## src/rtl/regfile_dump_reader.sv

```systemverilog
// Debug read-out engine: walks register-file addresses through one read
// port and streams each word out on a valid/ready interface with its index.
module regfile_dump_reader #(
    parameter int DATA_W   = 24,
    parameter int ADDR_W   = 4,
    parameter int NUM_REGS = 16
) (
    input  logic              Clock,
    input  logic              ResetN,
    input  logic              Start,
    input  logic              Abort,
    output logic [ADDR_W-1:0] RdAddr,
    input  logic [DATA_W-1:0] RdData,
    output logic              OutValid,
    input  logic              OutReady,
    output logic [DATA_W-1:0] OutData,
    output logic [ADDR_W-1:0] OutIndex,
    output logic              OutLast,
    output logic              Busy,
    output logic              Done
);

    typedef enum logic [1:0] {
        IDLE,
        LOAD,
        SEND
    } state_t;

    localparam logic [ADDR_W-1:0] LAST_IDX = ADDR_W'(NUM_REGS - 1);

    state_t            state;
    state_t            state_n;
    logic [ADDR_W-1:0] idx;
    logic [ADDR_W-1:0] idx_n;
    logic [DATA_W-1:0] data_n;
    logic [ADDR_W-1:0] oidx_n;
    logic              last_n;
    logic              valid_n;
    logic              done_n;
    logic              fire;

    assign fire   = OutValid & OutReady;
    assign RdAddr = idx;
    assign Busy   = (state != IDLE);

    always_ff @(posedge Clock or negedge ResetN) begin
        if (!ResetN) begin
            state    <= IDLE;
            idx      <= '0;
            OutData  <= '0;
            OutIndex <= '0;
            OutLast  <= 1'b0;
            OutValid <= 1'b0;
            Done     <= 1'b0;
        end else begin
            state    <= state_n;
            idx      <= idx_n;
            OutData  <= data_n;
            OutIndex <= oidx_n;
            OutLast  <= last_n;
            OutValid <= valid_n;
            Done     <= done_n;
        end
    end

    always_comb begin
        state_n = state;
        idx_n   = idx;
        data_n  = OutData;
        oidx_n  = OutIndex;
        last_n  = OutLast;
        valid_n = OutValid;
        done_n  = 1'b0;
        unique case (state)
            IDLE: begin
                idx_n = '0;
                if (Start && !Abort) begin
                    data_n  = RdData;
                    oidx_n  = '0;
                    last_n  = (LAST_IDX == '0);
                    valid_n = 1'b1;
                    state_n = SEND;
                end
            end
            LOAD: begin
                if (Abort) begin
                    state_n = IDLE;
                    valid_n = 1'b0;
                    last_n  = 1'b0;
                    idx_n   = '0;
                end else begin
                    // RdAddr already points at the new index here
                    data_n  = RdData;
                    oidx_n  = idx;
                    last_n  = (idx == LAST_IDX);
                    valid_n = 1'b1;
                    state_n = SEND;
                end
            end
            SEND: begin
                if (Abort) begin
                    state_n = IDLE;
                    valid_n = 1'b0;
                    last_n  = 1'b0;
                    idx_n   = '0;
                end else if (fire) begin
                    valid_n = 1'b0;
                    if (idx == LAST_IDX) begin
                        last_n  = 1'b0;
                        idx_n   = '0;
                        done_n  = 1'b1;
                        state_n = IDLE;
                    end else begin
                        idx_n   = idx + 1'b1;
                        state_n = LOAD;
                    end
                end
            end
            default: begin
                state_n = IDLE;
                valid_n = 1'b0;
                last_n  = 1'b0;
                idx_n   = '0;
            end
        endcase
    end

endmodule
```

## config.mk

```make
export PLATFORM = sky130hd
export DESIGN_NAME = regfile_dump_reader
export DESIGN_NICKNAME = d
export VERILOG_FILES = /design/src/rtl/regfile_dump_reader.sv
export SDC_FILE = /design/constraint.sdc
export NUM_CORES = 1
export LEC_CHECK = 0
export CORE_MARGIN = 3
export CORE_UTILIZATION = 47
export CTS_BUF_LIST = sky130_fd_sc_hd__clkbuf_2 sky130_fd_sc_hd__clkbuf_4 sky130_fd_sc_hd__clkbuf_8
export CTS_CLUSTER_DIAMETER = 60
export DETAILED_ROUTE_END_ITERATION = 6
export HOLD_SLACK_MARGIN = 0.1
export PLACE_DENSITY = 0.95
export REMOVE_ABC_BUFFERS = 1
export SETUP_SLACK_MARGIN = 0.02
export SLEW_MARGIN = 40
export SYNTH_ARGS = -nofsm -noshare
export SYNTH_HDL_FRONTEND = slang
export SYNTH_SLANG_ARGS = --single-unit
```

## constraint.sdc

```tcl
create_clock -name Clock -period 2.15 [get_ports Clock]
set_input_delay 0.645 -clock Clock [delete_from_list [all_inputs] [get_ports Clock]]
set_output_delay 0.645 -clock Clock [all_outputs]
set_load 0.05 [all_outputs]
```

======== Yosys cells after proc, flatten, opt, wreduce, memory -nomap -nowiden ========
Cells that the tools add are included.
cells by class
  add/subtract/negate cells ............... 1
  equality and inequality tests ........... 8
  muxes and demuxes ....................... 32
  bitwise logic cells ..................... 1
  reduce and logical (&&, ||, !) cells .... 9
operator list
  operator                                                               number
  24-bit 2-to-1 mux                                                      2
  24-bit one-hot mux with 2 select lines                                 1
  4-bit 2-to-1 mux                                                       6
  4-bit one-hot mux with 2 select lines                                  2
  1-bit 2-to-1 mux                                                       14
  2-bit 2-to-1 mux                                                       4
  2-bit inequality test, second input constant                           3
  3-bit inequality test, second input constant                           2
  1-bit one-hot mux with 3 select lines                                  2
  2-bit one-hot mux with 3 select lines                                  1
  3-bit AND reduction                                                    2
  4-bit by 1-bit adder with 4-bit output, second input constant          1
  4-bit equality test, second input constant                             1
  2-bit AND reduction                                                    2
  2-bit nonzero test                                                     2
  2-bit by 1-bit equality test with 1-bit output, second input constant  1
  2-bit equality test, second input constant                             1
  2-bit zero test                                                        1
  1-bit AND                                                              1
  1-bit logical AND                                                      1
  1-bit zero test                                                        1
storage, ports and cells
  register bits after elaboration ......... 37
  input bits .............................. 29
  output and inout bits ................... 36

======== Depth between registers and ports, before layout ========
  depth in word-level cells ............... 5
  mapped depth ............................ 5
  mapped depth without buffers ............ 5

======== Least setup slack after synthesis ========
OpenSTA, ideal clock, no wires.
  kind .................................... register -> register
  start ................................... reg idx[0] (netlist: RdAddr[0])
  end ..................................... reg idx[3] (netlist: RdAddr[3])
  library setup time ...................... 0.076 ns
  arrival ................................. 1.583 ns
  required time ........................... 2.074 ns
  slack ................................... 0.491 ns
  stages on the path, launching flop included .. 6
  path buffers ............................ 0
  period minus slack after synthesis ...... 1.659 ns
  cells stage by stage .................... dfrtp_1 -> ha_1 -> nand3_1 -> nand3_2 -> or3_1 -> o21ai_1
between the ends
  word-level cells in the longest chain between the ends .. 5
ends and longest elaborated chain
  item                                                                           line      RTL
  start: declaration                                                             33        logic [ADDR_W-1:0] idx;
  start signal: assignment                                                       57        idx <= idx_n;
  4-bit by 1-bit adder with 4-bit output or 4-bit equality test (tied branches)  114, 108
  4-bit 2-to-1 mux (*)                                                           108       if (idx == LAST_IDX) begin
  4-bit 2-to-1 mux (*)                                                           106       end else if (fire) begin
  4-bit 2-to-1 mux (*)                                                           101       if (Abort) begin
  4-bit one-hot mux with 2 select lines (*)                                      74        unique case (state)
Every way passes the cells marked *; elsewhere a longest branch is shown, timed or not. The select of a mux whose other input is x is not followed.
A chain may end at the register's enable or synchronous reset.

======== Final worst setup path ========
  start ................................... reg state[1]
  end ..................................... out Busy
between the ends
  word-level cells in the longest chain between the ends .. 1
ends and longest elaborated chain
  item                      line  RTL
  start: declaration        31    state_t state;
  start signal: assignment  56    state <= state_n;
  2-bit nonzero test        44    assign Busy = (state != IDLE);
  end: declaration          19    output logic Busy,
No other way between the ends.

==> flow_metrics.env <==
export IMPL_status="finished clean"
export IMPL_rsz0062_at_grt="no"
export IMPL_cts_inserted_buffers=5
export IMPL_synth_warnings=0
export IMPL_final_max_slew_violation_count=0
export IMPL_clock_path_buffers=2
export IMPL_finalPower_mw=2.00
export IMPL_seq_area_frac_synth_pct=61.0
export IMPL_cp_start_kind="flip-flop"
export IMPL_syn_to_final_growth_pct=46.5
export IMPL_critPathKind="flip-flop to output port"
export IMPL_drc=0
export IMPL_finalClockSkew_ns=0.00445
export IMPL_cts_tree="built"
export IMPL_period_minus_slack_ns=1.90
export IMPL_fin_util_pct=76.0
export IMPL_syn_inst=164
export IMPL_core_area_sq_um=2920
export IMPL_antenna_left=0
export IMPL_endpoint_kind="output port"
export IMPL_drive_gt1_share_pct=14.9
export IMPL_avgSynthCellArea_sq_um=9.25
export IMPL_period_share_pct=88.5
export IMPL_critPathArrivalTime_ns=1.26
export IMPL_switching_share_pct=42.4
export IMPL_worstPathMaxFanout=6
export IMPL_p_leak_nw=1.19
export IMPL_dieArea_sq_um=3950
export IMPL_cp_data_required_time_ns=1.50
export IMPL_start_util_pct=51.9
export IMPL_worst_skew_pair_late_latency_ns=0.33
export IMPL_tightest_slew_ns=0.549
export IMPL_powerDensity_nw_per_um2=898
export IMPL_routed_via_density=4.90
export IMPL_cts_root_buf="clkbuf_4"
export IMPL_synth_cell_type_count=28
export IMPL_dieHeight_um=62.8
export IMPL_post_place_ws_ns=0.0795
export IMPL_htreeDepth=2
export IMPL_grt_use_total_pct=18.9
export IMPL_slew_headroom_pct=63.3
export IMPL_wl_um=3530
export IMPL_place_area_sq_um=2190
export IMPL_grt_pass1_vias=1313
export IMPL_p_switching_mw=0.846
export IMPL_instances_no_fill=277
export IMPL_hold_path_class="input port to async pin"
export IMPL_grt_ovfl_total=0
export IMPL_nNetsFinal=264
export IMPL_drt_iter0_drc=90
export IMPL_antenna_cells=0
export IMPL_p_int_mw=1.15
export IMPL_p_clk_share_pct=17.6
export IMPL_place_gp_congestion=0.895
export IMPL_cts_sinks=37
export IMPL_grt_pass1_wl_um=5930
export IMPL_setup_ws_ns=0.247
export IMPL_num_rows=19
export IMPL_first_pass_iters=5
export IMPL_p_comb_share_pct=39.1
export IMPL_setup_viol=0
export IMPL_fin_area_sq_um=2220
export IMPL_hpwl_um=2640
export IMPL_num_io_pins=65
export IMPL_antenna_found_initial=0
export IMPL_yosys_register_bits=37
export IMPL_syn_area_sq_um=1520
export IMPL_path_clk_slew_ns=0.11
export IMPL_ir_worst_vdd_uv=570
export IMPL_wl_per_cell_um=12.7
export IMPL_seqPwrFrac_pct=43.3
export IMPL_placed_cells=269
export IMPL_die_x_um=62.8
export IMPL_cap_violations=0
export IMPL_grt_max_degree=26
export IMPL_fmax_mhz=525
export IMPL_finalHoldViolations=0
export IMPL_io_buffers=64
export IMPL_num_vias=1358
## critical path: stages (launching register included)
cell     delay (ns)
dfrtp_1        0.45
or2_2          0.29
buf_4          0.19
## metrics by stage
step	setup TNS (ns)	hold WS, ns
2_1_floorplan	0	0.349
3_3_place_gp	-1.70	0.457
3_5_place_dp	0	0.462
4_1_cts	0	0.238
5_1_grt	0	0.247
6_report	0	0.236
## cell usage in the layout (no fill, tap or decap), types with 2 or more instances in the layout
| master | count |
|---|---|
| nand2_1 | 84 |
| dfrtp_1 | 37 |
| clkdlybuf4s50_1 | 27 |
| dlygate4sd2_1 | 20 |
| buf_4 | 18 |
| nand3_1 | 5 |
| o21ai_1 | 5 |
| clkbuf_4 | 5 |
| a21o_1 | 2 |
| a21oi_1 | 2 |
| nor2_1 | 2 |
| mux2_1 | 2 |
| clkinv_2 | 2 |
## power by group through the flow
stage	clock [mW]	combinational [mW]	sequential, mW
detailed placement	0	0.834	0.880
global placement	0	0.817	0.876
global route	0.395	0.830	0.881
finish	0.352	0.781	0.865
floorplan	0	0.148	1.24
CTS	0.360	0.789	0.865
## final timing paths
check                                   startpoint                      end  slack, ns  cells after the start
setup / recovery              state[1]$_DFFE_PN0P_                     Busy       0.25                      2
hold / removal                              ResetN   OutData[7]$_DFFE_PN0P_       0.24                      1
setup reg to reg             RdAddr[0]$_DFFE_PN0P_    RdAddr[3]$_DFFE_PN0P_       0.59                      5
hold reg to reg            OutData[15]$_DFFE_PN0P_  OutData[15]$_DFFE_PN0P_       0.48                      2
max in group asynchronous                   ResetN    RdAddr[2]$_DFFE_PN0P_       1.46                      2
min in group Clock         OutData[15]$_DFFE_PN0P_  OutData[15]$_DFFE_PN0P_       0.48                      2
## kinds of logic after synthesis
group	Yosys count	share of synthesized area, %
AO/OA/AOI/OAI	14	6.02
XOR/XNOR	1	0.577
adder cells (fa/ha/maj)	1	0.824
buffers and inverters	7	2.14
flip-flops	37	61.0
multiplexers	2	1.48
AND/OR/NAND/NOR	102	27.9
## flip-flops by register name, summed over array words and instances (netlist names)
signal and count:
Done 1, OutData 24, OutIndex 4, OutLast 1, OutValid 1, RdAddr 4
state 2
## area by class of cell
type	count	area, sq um
Sequential cell	37	926
Clock buffer	5	37.5
Inverter	2	7.51
Timing Repair Buffer	68	618
Multi-Input combinational cell	120	564
Fill cell	226	701
Tap cell	42	52.6
Clock inverter	3	17.5
## timing repair
item,in CTS,in global routing
resized for setup,20,1
buffers inserted,0,0
endpoints found under the setup margin,20,1
hold buffers,0,0
## metal layers
layer | vias up | routed length (um) | track usage, %
li1 | 668 | - | -
met1 | 624 | 1450 | 22.5
met2 | 64 | 1770 | 32.1
met3 | 2 | 294 | 5.76
met4 | 0 | 16 | 7.16
met5 | - | 0 | 0
## synthesized netlist by cell type, drive strengths merged
library cell	number	area share, %
nand3	6	2.3
and2b	2	1.2
or3	1	0.41
a21o	2	0.99
a21oi	3	1.2
xor2	1	0.58
nor2	4	1.3
ha	1	0.82
nand2	84	21
o21bai	1	0.49
inv	2	0.49
or2	1	0.41
o32a	1	0.66
buf	5	1.6
a31oi	1	0.41
nor3	1	0.33
and3	1	0.41
nand2b	1	0.41
dfrtp	37	61
nor2b	1	0.41
o2bb2ai	1	0.58
o21ai	5	1.6
mux2	2	1.5
Power figures use the tool's default switching activity.
